### src/rtl/cordic_vectoring_if.sv
// Handshake bundle for cordic_vectoring: Cartesian pair in, angle/magnitude out.
// The master drives inputs and out_ready; the slave (the CORDIC core) drives the rest.
interface cordic_vectoring_if;
    logic       in_valid;
    logic       in_ready;
    logic [7:0] x_in;
    logic [7:0] y_in;
    logic       out_valid;
    logic       out_ready;
    logic [7:0] angle;
    logic [7:0] mag;

    modport master (
        output in_valid,
        output x_in,
        output y_in,
        output out_ready,
        input  in_ready,
        input  out_valid,
        input  angle,
        input  mag
    );

    modport slave (
        input  in_valid,
        input  x_in,
        input  y_in,
        input  out_ready,
        output in_ready,
        output out_valid,
        output angle,
        output mag
    );
endinterface

### src/rtl/cordic_vectoring.sv
// Iterative CORDIC vectoring unit: (x,y) Q0.7 -> atan2 angle Q3.5 and gain-compensated magnitude.
// Define QUADRANT_EN to add a pre-rotation by pi, extending the angle to the full -pi..+pi range.
module cordic_vectoring #(
    parameter int unsigned Iter = 12,
    parameter int unsigned W    = 12
) (
    input logic               clk_i,
    input logic               rst_i,
    cordic_vectoring_if.slave bus
);
    localparam int unsigned ZW = W + 1;

    localparam logic [1:0] StIdle = 2'd0;
`ifdef QUADRANT_EN
    localparam logic [1:0] StPre  = 2'd1;
    localparam logic signed [ZW-1:0] ZPi = ZW'(1608);
`endif
    localparam logic [1:0] StIter = 2'd2;
    localparam logic [1:0] StOut  = 2'd3;

    localparam logic signed [ZW:0] AngHalf = (ZW+1)'(8);
    localparam logic signed [ZW:0] AngMax  = (ZW+1)'(127);
    localparam logic signed [ZW:0] AngMin  = (ZW+1)'(-128);
    localparam logic signed [W:0]  MagHalf = (W+1)'(2);
    localparam logic signed [W:0]  MagMax  = (W+1)'(255);

    logic [1:0]             state_q, state_d;
    logic [3:0]             count_q, count_d;
    logic signed [W-1:0]    x_q, x_d, y_q, y_d;
    logic signed [ZW-1:0]   z_q, z_d;
    logic                   zero_q, zero_d;
    logic                   out_valid_q, out_valid_d;
    logic [7:0]             angle_q, angle_d;
    logic [7:0]             mag_q, mag_d;

    logic signed [W-1:0]    x_sh, y_sh, x_it, y_it;
    logic signed [ZW-1:0]   z_it;

    function automatic logic signed [ZW-1:0] atan_lut(input logic [3:0] i);
        case (i)
            4'd0:    atan_lut = ZW'(402);
            4'd1:    atan_lut = ZW'(237);
            4'd2:    atan_lut = ZW'(125);
            4'd3:    atan_lut = ZW'(64);
            4'd4:    atan_lut = ZW'(32);
            4'd5:    atan_lut = ZW'(16);
            4'd6:    atan_lut = ZW'(8);
            4'd7:    atan_lut = ZW'(4);
            4'd8:    atan_lut = ZW'(2);
            4'd9:    atan_lut = ZW'(1);
            4'd10:   atan_lut = ZW'(1);
            default: atan_lut = '0;
        endcase
    endfunction

    // Round half-up from Q3.9 to Q3.5, saturating to the signed 8-bit range.
    function automatic logic [7:0] angle_of(input logic signed [ZW-1:0] z);
        logic signed [ZW:0] zr;
        zr = {z[ZW-1], z};
        zr = (zr + AngHalf) >>> 4;
        if (zr > AngMax) begin
            angle_of = 8'h7F;
        end else if (zr < AngMin) begin
            angle_of = 8'h80;
        end else begin
            angle_of = 8'(zr);
        end
    endfunction

    // Multiply by ~0.6074 to undo the CORDIC gain, then round Q2.9 down to unsigned Q1.7.
    function automatic logic [7:0] mag_of(input logic signed [W-1:0] x);
        logic signed [W:0] xe;
        logic signed [W:0] xg;
        logic signed [W:0] xr;
        xe = {x[W-1], x};
        xg = (xe >>> 1) + (xe >>> 3) - (xe >>> 6) - (xe >>> 9);
        xr = (xg + MagHalf) >>> 2;
        if (xg[W]) begin
            mag_of = '0;
        end else if (xr > MagMax) begin
            mag_of = 8'hFF;
        end else begin
            mag_of = 8'(xr);
        end
    endfunction

    always_comb begin
        x_sh = x_q >>> count_q;
        y_sh = y_q >>> count_q;
        if (!y_q[W-1]) begin
            x_it = x_q + y_sh;
            y_it = y_q - x_sh;
            z_it = z_q + atan_lut(count_q);
        end else begin
            x_it = x_q - y_sh;
            y_it = y_q + x_sh;
            z_it = z_q - atan_lut(count_q);
        end
    end

    always_comb begin
        state_d     = state_q;
        count_d     = count_q;
        x_d         = x_q;
        y_d         = y_q;
        z_d         = z_q;
        zero_d      = zero_q;
        out_valid_d = out_valid_q;
        angle_d     = angle_q;
        mag_d       = mag_q;
        case (state_q)
            StIdle: begin
                if (bus.in_valid) begin
                    x_d     = {{(W-10){bus.x_in[7]}}, bus.x_in, 2'b00};
                    y_d     = {{(W-10){bus.y_in[7]}}, bus.y_in, 2'b00};
                    z_d     = '0;
                    count_d = '0;
                    zero_d  = (bus.x_in == 8'h00) && (bus.y_in == 8'h00);
`ifdef QUADRANT_EN
                    state_d = StPre;
`else
                    state_d = StIter;
`endif
                end
            end
`ifdef QUADRANT_EN
            StPre: begin
                // Left half-plane: rotate by pi so the iterations only see x >= 0.
                if (x_q[W-1]) begin
                    x_d = -x_q;
                    y_d = -y_q;
                    z_d = y_q[W-1] ? -ZPi : ZPi;
                end
                state_d = StIter;
            end
`endif
            StIter: begin
                x_d     = x_it;
                y_d     = y_it;
                z_d     = z_it;
                count_d = count_q + 4'd1;
                if (count_q == 4'(Iter - 1)) begin
                    state_d     = StOut;
                    out_valid_d = 1'b1;
                    // A zero vector has no defined phase; report 0 rather than the table sum.
                    angle_d     = zero_q ? 8'h00 : angle_of(z_it);
                    mag_d       = mag_of(x_it);
                end
            end
            StOut: begin
                if (bus.out_ready) begin
                    state_d     = StIdle;
                    out_valid_d = 1'b0;
                end
            end
            default: state_d = StIdle;
        endcase
    end

    always_ff @(posedge clk_i) begin
        if (rst_i) begin
            state_q     <= StIdle;
            count_q     <= '0;
            x_q         <= '0;
            y_q         <= '0;
            z_q         <= '0;
            zero_q      <= 1'b0;
            out_valid_q <= 1'b0;
            angle_q     <= '0;
            mag_q       <= '0;
        end else begin
            state_q     <= state_d;
            count_q     <= count_d;
            x_q         <= x_d;
            y_q         <= y_d;
            z_q         <= z_d;
            zero_q      <= zero_d;
            out_valid_q <= out_valid_d;
            angle_q     <= angle_d;
            mag_q       <= mag_d;
        end
    end

    assign bus.in_ready  = (state_q == StIdle);
    assign bus.out_valid = out_valid_q;
    assign bus.angle     = angle_q;
    assign bus.mag       = mag_q;
endmodule

### src/flat_wrapper.sv
// flat-port wrapper written by rule: the top's interface ports become plain ports
module cordic_vectoring_flat 
#(
    parameter int unsigned Iter = 12,
    parameter int unsigned W    = 12
)
  (clk_i, rst_i, bus_in_valid, bus_x_in, bus_y_in, bus_out_ready, bus_in_ready, bus_out_valid, bus_angle, bus_mag);
  cordic_vectoring_if bus_i ();
  input logic clk_i;
  input logic rst_i;
  input wire logic [$bits(bus_i.in_valid)-1:0] bus_in_valid;
  input wire logic [$bits(bus_i.x_in)-1:0] bus_x_in;
  input wire logic [$bits(bus_i.y_in)-1:0] bus_y_in;
  input wire logic [$bits(bus_i.out_ready)-1:0] bus_out_ready;
  output wire logic [$bits(bus_i.in_ready)-1:0] bus_in_ready;
  output wire logic [$bits(bus_i.out_valid)-1:0] bus_out_valid;
  output wire logic [$bits(bus_i.angle)-1:0] bus_angle;
  output wire logic [$bits(bus_i.mag)-1:0] bus_mag;
  assign bus_i.in_valid = bus_in_valid;
  assign bus_i.x_in = bus_x_in;
  assign bus_i.y_in = bus_y_in;
  assign bus_i.out_ready = bus_out_ready;
  assign bus_in_ready = bus_i.in_ready;
  assign bus_out_valid = bus_i.out_valid;
  assign bus_angle = bus_i.angle;
  assign bus_mag = bus_i.mag;
  cordic_vectoring #(.Iter(Iter), .W(W)) u_core (.clk_i(clk_i), .rst_i(rst_i), .bus(bus_i));
endmodule
### config.mk
export PLATFORM = sky130hd
export DESIGN_NAME = cordic_vectoring_flat
export DESIGN_NICKNAME = d
export VERILOG_FILES = /design/src/rtl/cordic_vectoring_if.sv /design/src/rtl/cordic_vectoring.sv /design/src/flat_wrapper.sv
export SDC_FILE = /design/constraint.sdc
export NUM_CORES = 1
export LEC_CHECK = 0
export ABC_AREA = 0
export BUFFER_PORTS_ARGS = -buffer_cell sky130_fd_sc_hd__buf_4
export CAP_MARGIN = 20
export CORE_MARGIN = 3
export CORE_UTILIZATION = 25
export DETAILED_ROUTE_END_ITERATION = 7
export PLACE_DENSITY = 0.4
export REMOVE_ABC_BUFFERS = 1
export SKIP_CTS_REPAIR_TIMING = 1
export SLEW_MARGIN = 20
export SYNTH_ARGS = -nofsm -noshare
export SYNTH_HDL_FRONTEND = slang
export SYNTH_SLANG_ARGS = --single-unit
### constraint.sdc
create_clock -name clk_i -period 14.22 [get_ports clk_i]
set_input_delay 1.422 -clock clk_i [delete_from_list [all_inputs] [get_ports clk_i]]
set_output_delay 1.422 -clock clk_i [all_outputs]
set_load 0.02 [all_outputs]
# == Word-level counts from Yosys, hierarchy flattened ==
# Memories as Yosys holds them, arrays and structs flattened. A register that Yosys moved wholly into a read port is not among the register bits.
# Cells that the tools add are included.
# word_totals
register_bits,61
latch_bits,0
mem_bits_rw,0
romBits,288
wordCells,74
memories,2
# op_classes
n_addsub,12
mul,0
n_div,0
n_lt_le_gt_ge,3
eq_ne,6
shifts,2
muxes,29
bitwise_logic,0
n_reduce_logical,11
# mem_list
memory,words,word_bits,rd,rd_ports_with_merged_regs,wr,line,source
(no name shown),16,9,1,1,0,cordic_vectoring.sv:40,case (i)
(no name shown),16,9,1,1,0,cordic_vectoring.sv:40,
# op_table
cell,count
$mux 13,4
$mux 12,4
$pmux 12 s2,2
$mux 8,5
$pmux 13 s2,1
$add 12x12->12,2
$sshr 12x4->12,2
$sub 12x12->12,2
$mux 4,5
$logic_not 8->1,2
$add 13x5->14 const B,1
$add 13x13->13,1
$add 13x3->13 const B,1
$sub 12x6->13,1
$sub 13x13->13,1
$sub 13x3->13,1
$add 11x9->12,1
$gt 11x9->1 const B,1
$gt 10x8->1 const B,1
$lt 10x8->1 const B,1
$pmux 4 s2,1
$mux 2,3
$pmux 2 s3,1
$reduce_and 2->1,3
11 further kinds,16

# == Depth between registers and ports, before layout ==
# Gate-level depths: netlist (run 1).
# logic_depth
word_depth,10
mapped_depth,35
ltp_nobuf,32

# == Least setup slack after synthesis (run 1) ==
# Ideal clock, no wire load.
# synth_path
kind,register to register
from,reg u_core.count_q[1]
to,"reg u_core.mag_q[1], in the netlist u_core.bus.mag[1]"
setup_time_ps,142
arrival_time_ps,7446
t_required_ps,14078
setup_slack_ps,6632
stages_incl_launch_ff,33
period_less_slack_ps,7588
cell_sequence,dfxtp_1 > mux2_2 > mux2_2 > mux4_2 > inv_1 > ha_1 > nor3b_1 > or2_2 > mux2_2 > ha_1 > a21o_1 > a31o_2 > and4_1 > o31ai_1 > xnor2_1 > inv_1 > ha_1 > inv_1 > ha_1 > inv_1 > fa_1 > inv_1 > ha_1 > clkbuf_1 > o21ai_0 > a21oi_1 > o22a_1 > xor2_1 > nor4b_1 > or3_1 > nand4_1 > mux2i_4 > a311oi_1
# synth_between
elab_chain_len,10
word_cells_on_any_way,13
cone_classes,6 x add/sub; 1 x order compare; 1 x eq/ne; 1 x shift; 3 x mux; 1 x reduce/logical
# synth_rtl
element,line,source
from (decl),cordic_vectoring.sv:28,"logic [3:0] count_q, count_d;"
from (signal assigned),cordic_vectoring.sv:173,count_q <= count_d;
$sshr 12x4->12,cordic_vectoring.sv:89,y_sh = y_q >>> count_q;
$add 12x12->12 / $sub 12x12->12 (equally long branches),"cordic_vectoring.sv:91, cordic_vectoring.sv:95",
$mux 12,cordic_vectoring.sv:90,if (!y_q[W-1]) begin
$add 11x9->12,cordic_vectoring.sv:76,xg = (xe >>> 1) + (xe >>> 3) - (xe >>> 6) - (xe >>> 9);
$sub 12x6->13,cordic_vectoring.sv:76,
$sub 13x3->13,cordic_vectoring.sv:76,
$add 13x3->13,cordic_vectoring.sv:77,xr = (xg + MagHalf) >>> 2;
$gt 11x9->1,cordic_vectoring.sv:80,end else if (xr > MagMax) begin
$mux 8,cordic_vectoring.sv:80,
$mux 8,cordic_vectoring.sv:78,if (xg[W]) begin
to (signal assigned),cordic_vectoring.sv:180,mag_q <= mag_d;
to (decl),cordic_vectoring.sv:34,"logic [7:0] mag_q, mag_d;"
# Several ways; a longest one is shown, not always the timed one.
# A chain may end at the register's enable or synchronous reset.

# == Worst setup path after layout (run 1) ==
# layout_path
from,reg u_core.count_q[2]
to,"reg u_core.mag_q[5], in the netlist u_core.bus.mag[5]"
# The elaborated chain is that of the path after synthesis.

==> results of run 1 <==
==> stage by stage <==
stage	hold WS (ns)	cells	setup WS (ns)
floorplan	0.454	842	6.13
global placement	0.471	1265	5.58
detailed placement	0.478	1265	5.37
CTS	0.493	1281	5.35
global route	0.511	1281	4.48
finish	0.487	1281	5.37
==> placed cells by master (no fill, tap or decap), drive strengths merged, types with 9 or more instances in the layout <==
cell type,n
a211oi,10
a21o,12
a21oi,65
a22oi,11
a311oi,11
and3,13
buf,45
clkbuf,9
dfxtp,70
fa,15
ha,60
inv,55
mux2,16
mux2i,12
mux4,20
nand2,56
nand2b,14
nand3,15
nor2,120
nor2b,14
nor3,21
o21ai,26
or2,9
xnor2,44
xor2,28
==> final timing paths <==
kind | start | end | slack, ns
setup reg to reg | u_core.count_q[2] | u_core.bus.mag[5] | 5.37
setup / recovery | u_core.count_q[2] | u_core.bus.mag[5] | 5.37
hold reg to reg | u_core.bus.angle[7] | u_core.bus.angle[7] | 0.49
hold / removal | u_core.bus.angle[7] | u_core.bus.angle[7] | 0.49
==> cell families after synthesis <==
group | Yosys count
AOI/OAI and AO/OA | 207
xor gates and xnor gates | 72
adders and majority gates | 75
buffers and inverters | 97
DFF | 70
muxes | 48
and+or+nand+nor | 315
==> critical path: cells and delay by family, from the launching register on <==
family	cells	cell delay, ns
xor+xnor	3	1.01
buf+inv	5	1.13
flops	1	0.73
simple gates	8	1.87
mux	2	0.98
fa+ha+maj	5	1.94
compound gates	7	0.99
==> final cells by class <==
type	instances	area [µm²]
clock inverter	7	82.6
tap	378	473
multi-input combinational	717	5470
clock buffer	9	225
sequential	70	1400
fill	3042	20000
timing repair buffer	45	338
inverter	55	206
==> routing by layer <==
| metal | wire length (µm) | global-route usage |
|---|---|---|
| met5 | 0 | 0 |
| met2 | 10200 | 0.232 |
| met4 | 402 | 0.0412 |
| met3 | 581 | 0.0170 |
| met1 | 10500 | 0.192 |
==> synthesized netlist by cell type, types with 7 or more instances <==
cell type    n  area, µm²
o21ai_0     24        120
a22oi_1     11       82.6
fa_1        15        300
nor4_1       7       43.8
mux2_2      16        180
nor3_1      20        100
and3_1      13       81.3
nand4_1      7       43.8
nor2b_1     14       87.6
or2_2        9       56.3
nor2_1     120        450
a21o_1      12       90.1
nor3b_1      7       52.6
xnor2_1     43        377
mux2i_1     11        110
mux4_1       8        210
a311oi_1    11       96.3
inv_1       53        199
ha_1        60        751
mux4_2      12        270
nand3_1     15       75.1
a21oi_1     64        320
a211oi_1    10       75.1
nand2_1     56        210
a31oi_1      7       43.8
nand2b_1    14       87.6
clkbuf_1    29        109
nand3b_1     7       52.6
dfxtp_1     70       1400
a221o_1      8       80.1
and2_1       8       50.1
xor2_1      28        245
==> results.cfg, run 1 <==
[sta]
hold_viol_final = 0
rsz0062_at_grt = false
final.min_clock_period_ns = 8.85
drv_slew = 0
tns_ns = 0
fin_crit_sh = 0.623
finalSetupViolCount = 0
finClkSkew_ns = 0.0133
worstMarginPinSlew_ns = 1.00
fmaxAchievable_mhz = 113
max-slew-margin-rel = 0.328

[route]
dr.pass1.iters = 6
routed_wl_mm = 21.6
viasPerCell = 5.03
ant_nets = 0
drtIter0Drc = 443
drcViolationCount = 0
wire_per_inst_um = 16.9
vias = 6442

[flow_run]
cap_violations = 0

[placement]
gp_congestion = 0.799
io_buffer_count = 37
placed_cell_area_mm2 = 0.00789
hpwlAfterDp_mm = 16.6

[floorplan]
io_pins = 38
std_cell_rows = 61
dieArea_mm2 = 0.0312
fp.coreArea_mm2 = 0.0282
die_w_um = 177
initial_utilization = 0.257
die_h_um = 177

[clock_tree]
cts.sinks = 70
cts-htree-levels = 3
insertion_delay_ns = 0.35
clk_pin_slew_ns = 0.07
numCtsBuffers = 9
clockBufferDepth = 2
cts_tree = done
root_buffer = clkbuf_16

[setup_path]
crit_path_max_incr_delay_ns = 0.73
crit_path_start_kind = register
cp.arrival_ns = 9.03
critical_path_required_ns = 14.39
reg2reg_depth = 30
end_kind = register
worstSetupPathType = reg -> reg
cp_slowest_cell = dfxtp_1
path_max_fanout = 18

[logic_synthesis]
async_flop_share = 0
synth_seq_cells = 70
synthMuxAreaShare = 0.109
syn-cell-area_mm2 = 0.00727
synth_top_family_by_area = simple AND/OR/NAND/NOR gates
synth_xor_area_frac = 0.0878
synth-simple-area-share = 0.213
syn_avg_cell_area_um2 = 8.22
synth_fa_ha_area_frac = 0.145
ys_seq_area_frac = 0.193
synth_compound_area_frac = 0.198
ys.flop_type = dfxtp_1
yosysUniqueCellTypes = 77
syn_inst = 884
synth_edf_count = 0
ys_warn_count = 0

[global_routing]
grt_pass1_wl_mm = 34.7
grt_max_degree = 53
grt_usage = 0.140
grt_pass1_vias = 6139
overflow = 0
antenna_found_initial = 0

[layout]
area_growth_syn_to_layout_pct = 12.8
fin_util = 0.290
antenna_cells = 0
nets = 993
stdcell_area_mm2 = 0.00820
drive_above_1_share = 0.124

[hold_path]
min_path_cells = 2
hp-class = reg -> reg

[outcome]
outcome = finished, final reports clean
Power of run 1 is not shown: default switching activity piles up to over one toggle a cycle in this logic, so the estimate is an artifact.
==> inputs of run 2 (changes only) <==
clock period = 8.3 ns   (was 14.22 ns; I/O delays follow)
==> results.cfg, run 2 (synthesized netlist as in run 1, its figures left out) <==
[outcome]
outcome = finished, final reports clean

[placement]
gp_congestion = 0.784
hpwlAfterDp_mm = 16.9
io_buffer_count = 37
placed_cell_area_mm2 = 0.00796

[sta]
final.min_clock_period_ns = 7.73
fin_crit_sh = 0.932
worstMarginPinSlew_ns = 0.981
tns_ns = 0
finClkSkew_ns = 0.0111
rsz0062_at_grt = false
finalSetupViolCount = 0
hold_viol_final = 0
drv_slew = 0
max-slew-margin-rel = 0.344
fmaxAchievable_mhz = 129

[clock_tree]
cts-htree-levels = 3
root_buffer = clkbuf_16
clk_pin_slew_ns = 0.07
numCtsBuffers = 9
insertion_delay_ns = 0.36
clockBufferDepth = 2
cts_tree = done
cts.sinks = 70

[setup_path]
r2r_start = u_core.count_q[1]
cp_top_family = simple AND/OR/NAND/NOR gates
cp.depth = 26
worstSetupPathType = reg -> reg
cp_num_buf_inv = 1
r2r_end = u_core.bus.mag[2]
cp_slowest_cell = fa_1
cp.arrival_ns = 7.91
reg2reg_depth = 26
cpMostUsedCell = fa_1
end_kind = register
critical_path_required_ns = 8.48
path_max_fanout = 29
crit_path_start_kind = register
crit_path_max_incr_delay_ns = 0.59
timing.reg2reg.setup_slack_ns = 0.57

[hold_path]
hp-class = reg -> reg
worstHoldStart = u_core.bus.angle[7]
hold_path_end = u_core.bus.angle[7]
min_path_cells = 2

[global_routing]
grt_max_degree = 53
grt_usage = 0.143
overflow = 0
grt_pass1_vias = 6241
antenna_found_initial = 0
grt_pass1_wl_mm = 35.2

[layout]
layout_commonest_cell = nor2_1
drive_above_1_share = 0.135
fin_util = 0.293
area_growth_syn_to_layout_pct = 13.8
n_fill_cell = 3034
final_cell_mix = nor2_1, dfxtp_1, a21oi_1
stdcell_area_mm2 = 0.00827
antenna_cells = 0
nets = 1002

[floorplan]
fp.coreArea_mm2 = 0.0282
die_h_um = 177
initial_utilization = 0.257
die_w_um = 177
std_cell_rows = 61
dieArea_mm2 = 0.0312
io_pins = 38

[route]
vias = 6413
dr.pass1.iters = 5
wire_per_inst_um = 17.0
routed_wl_mm = 21.9
viasPerCell = 4.97
ant_nets = 0
drcViolationCount = 0
drtIter0Drc = 397

[flow_run]
cap_violations = 0
## run 2: layout make-up
| cell class | instances | area, µm² | share of cell area |
|---|---|---|---|
| clock buffer | 9 | 225 | 0.0272 |
| clock inverter | 7 | 73.8 | 0.00892 |
| inverter | 55 | 206 | 0.0250 |
| multi-input combinational | 717 | 5490 | 0.663 |
| sequential | 70 | 1400 | 0.170 |
| tap | 378 | 473 | 0.0572 |
| timing repair buffer | 54 | 405 | 0.0490 |
## run 2: worst reg2reg max path, stage by stage, from the launching register on
cell and delay, ns:
dfxtp_1 0.36, buf_4 0.34, mux2_2 0.42, mux4_2 0.47, and2_1 0.24, nor3b_1 0.27
or2_2 0.16, mux2_2 0.33, ha_1 0.20, a21o_1 0.16, a31o_2 0.22, and4_1 0.21
nor3_1 0.31, xnor2_1 0.21, fa_1 0.59, fa_1 0.42, or2_2 0.32, fa_1 0.42
nand2b_1 0.18, a21oi_1 0.19, o22a_1 0.20, xor2_1 0.29, nor4b_4 0.34, a2111o_1 0.18
nand4_1 0.12, mux2i_4 0.28, a311oi_1 0.14
## run 2: worst max-delay path by stage
stage | from | slack (ns) | end
after floorplan | u_core.count_q[0] | 0.21 | u_core.bus.mag[1]
after global placement | u_core.count_q[0] | 0.22 | u_core.bus.mag[1]
after detailed placement | u_core.count_q[0] | 0.08 | u_core.bus.mag[2]
after CTS | u_core.count_q[0] | 0.06 | u_core.bus.mag[2]
after global routing | u_core.count_q[1] | 0.002 | u_core.bus.mag[2]
final | u_core.count_q[1] | 0.57 | u_core.bus.mag[2]
## run 2: metrics by stage
step | std cells | hold WS (ns) | setup slack (ns)
after floorplan | 842 | 0.454 | 0.215
after detailed placement | 1274 | 0.482 | 0.0773
after global placement | 1274 | 0.470 | 0.218
after global routing | 1290 | 0.505 | 0.00236
final | 1290 | 0.491 | 0.568
after CTS | 1290 | 0.496 | 0.0605
## run 2: metal layers
metal  part of all wire  global-route usage  vias to the layer above
li1                   -                   -                     3257
met5                  0                   0                        -
met3              0.024              0.0174                       30
met4              0.023              0.0448                        0
met1               0.49               0.198                     3032
met2               0.47               0.232                       94
Power of run 2 is left out for the same reason.
==> inputs of run 3 (changes only) <==
CTS_BUF_LIST = sky130_fd_sc_hd__clkbuf_2 sky130_fd_sc_hd__clkbuf_4 sky130_fd_sc_hd__clkbuf_8   (was not set)
==> results.cfg, run 3 (synthesized netlist as in run 1, its figures left out) <==
[global_routing]
grt_pass1_wl_mm = 35.2
grt_pass1_vias = 6237
grt_usage = 0.143
antenna_found_initial = 0
grt_max_degree = 53
overflow = 0

[floorplan]
dieArea_mm2 = 0.0312
fp.coreArea_mm2 = 0.0282
std_cell_rows = 61
io_pins = 38
die_w_um = 177
initial_utilization = 0.257
die_h_um = 177

[clock_tree]
cts.sinks = 70
cts-htree-levels = 3
cts_tree = done
insertion_delay_ns = 0.39
clk_pin_slew_ns = 0.10
root_buffer = clkbuf_8
numCtsBuffers = 9
clockBufferDepth = 2

[layout]
drive_above_1_share = 0.135
nets = 1002
area_growth_syn_to_layout_pct = 12.4
layout_commonest_cell = nor2_1
final_cell_mix = nor2_1, dfxtp_1, a21oi_1
layout.cells.non_filler = 1290
antenna_cells = 0
fin_util = 0.289

[setup_path]
path_max_fanout = 29
crit_path_max_incr_delay_ns = 0.59
timing.reg2reg.setup_slack_ns = 0.57
worstSetupPathType = reg -> reg
end_kind = register
cp.arrival_ns = 7.94
cp_num_buf_inv = 1
cpMostUsedCell = fa_1
r2r_end = u_core.bus.mag[2]
cp_slowest_cell = fa_1
r2r_start = u_core.count_q[1]
reg2reg_depth = 26
crit_path_start_kind = register
critical_path_required_ns = 8.52
cp_top_family = simple AND/OR/NAND/NOR gates

[route]
routed_wl_mm = 21.9
drtIter0Drc = 419
met3WireLength_um = 613
drcViolationCount = 0
dr.max_layer_used = met4
wire_per_inst_um = 17.0
met2_length_mm = 10.2
m1WireLength_mm = 10.6
viasPerCell = 4.96
ant_nets = 0
vias = 6397
dr.pass1.iters = 5

[sta]
finalSetupViolCount = 0
worstMarginPinSlew_ns = 0.980
hold_viol_final = 0
drv_slew = 0
fin_ws_ns = 0.571
finClkSkew_ns = 0.0142
max-slew-margin-rel = 0.344
fmaxAchievable_mhz = 129
fin_crit_sh = 0.931
final.min_clock_period_ns = 7.73

[placement]
io_buffer_count = 37
hpwlAfterDp_mm = 16.9
gp_congestion = 0.784
dp.cells = 1274
pre_cts_slack_ns = 0.0773

[hold_path]
hold_path_end = u_core.bus.angle[7]
min_path_cells = 2
hp-class = reg -> reg
worstHoldStart = u_core.bus.angle[7]

[outcome]
outcome = finished, final reports clean

[flow_run]
cap_violations = 0
## run 3: cell counts in the layout (fill, tap and decap cells not counted)
No cell type changed its count.
## run 3: worst max-delay path by stage
stage	start	slack [ns]	depth (start not counted)	endpoint
after detailed placement	u_core.count_q[0]	0.08	26	u_core.bus.mag[2]
final	u_core.count_q[1]	0.57	26	u_core.bus.mag[2]
after CTS	u_core.count_q[0]	0.06	26	u_core.bus.mag[2]
after floorplan	u_core.count_q[0]	0.21	27	u_core.bus.mag[1]
after global placement	u_core.count_q[0]	0.22	26	u_core.bus.mag[1]
after global routing	u_core.count_q[1]	-0.001	27	u_core.bus.mag[2]
## run 3: cell type report
class	count	area (µm²)
clock buffer	9	124
multi-input combinational	717	5490
sequential	70	1400
fill	3051	20100
inverter	55	206
clock inverter	7	73.8
timing repair buffer	54	405
tap	378	473
## run 3: worst min-delay path, cell delays in order, from the launching register on
cell     delay (ns)
dfxtp_1        0.35
nand2_1        0.06
a21oi_1        0.05
## run 3: through the flow
stage | TNS (ns) | hold slack, ns | area, µm²
after global placement | 0 | 0.470 | 7960
after detailed placement | 0 | 0.482 | 7960
after global routing | -0.00120 | 0.514 | 8170
after CTS | 0 | 0.501 | 8150
final | 0 | 0.495 | 8170
after floorplan | 0 | 0.454 | 7070
## run 3: per-layer routing
layer | vias up | track usage
li1 | 3252 | -
met1 | 3017 | 0.199
met2 | 102 | 0.231
met3 | 26 | 0.0174
met4 | 0 | 0.0439
met5 | - | 0
Power of run 3 is left out for the same reason.
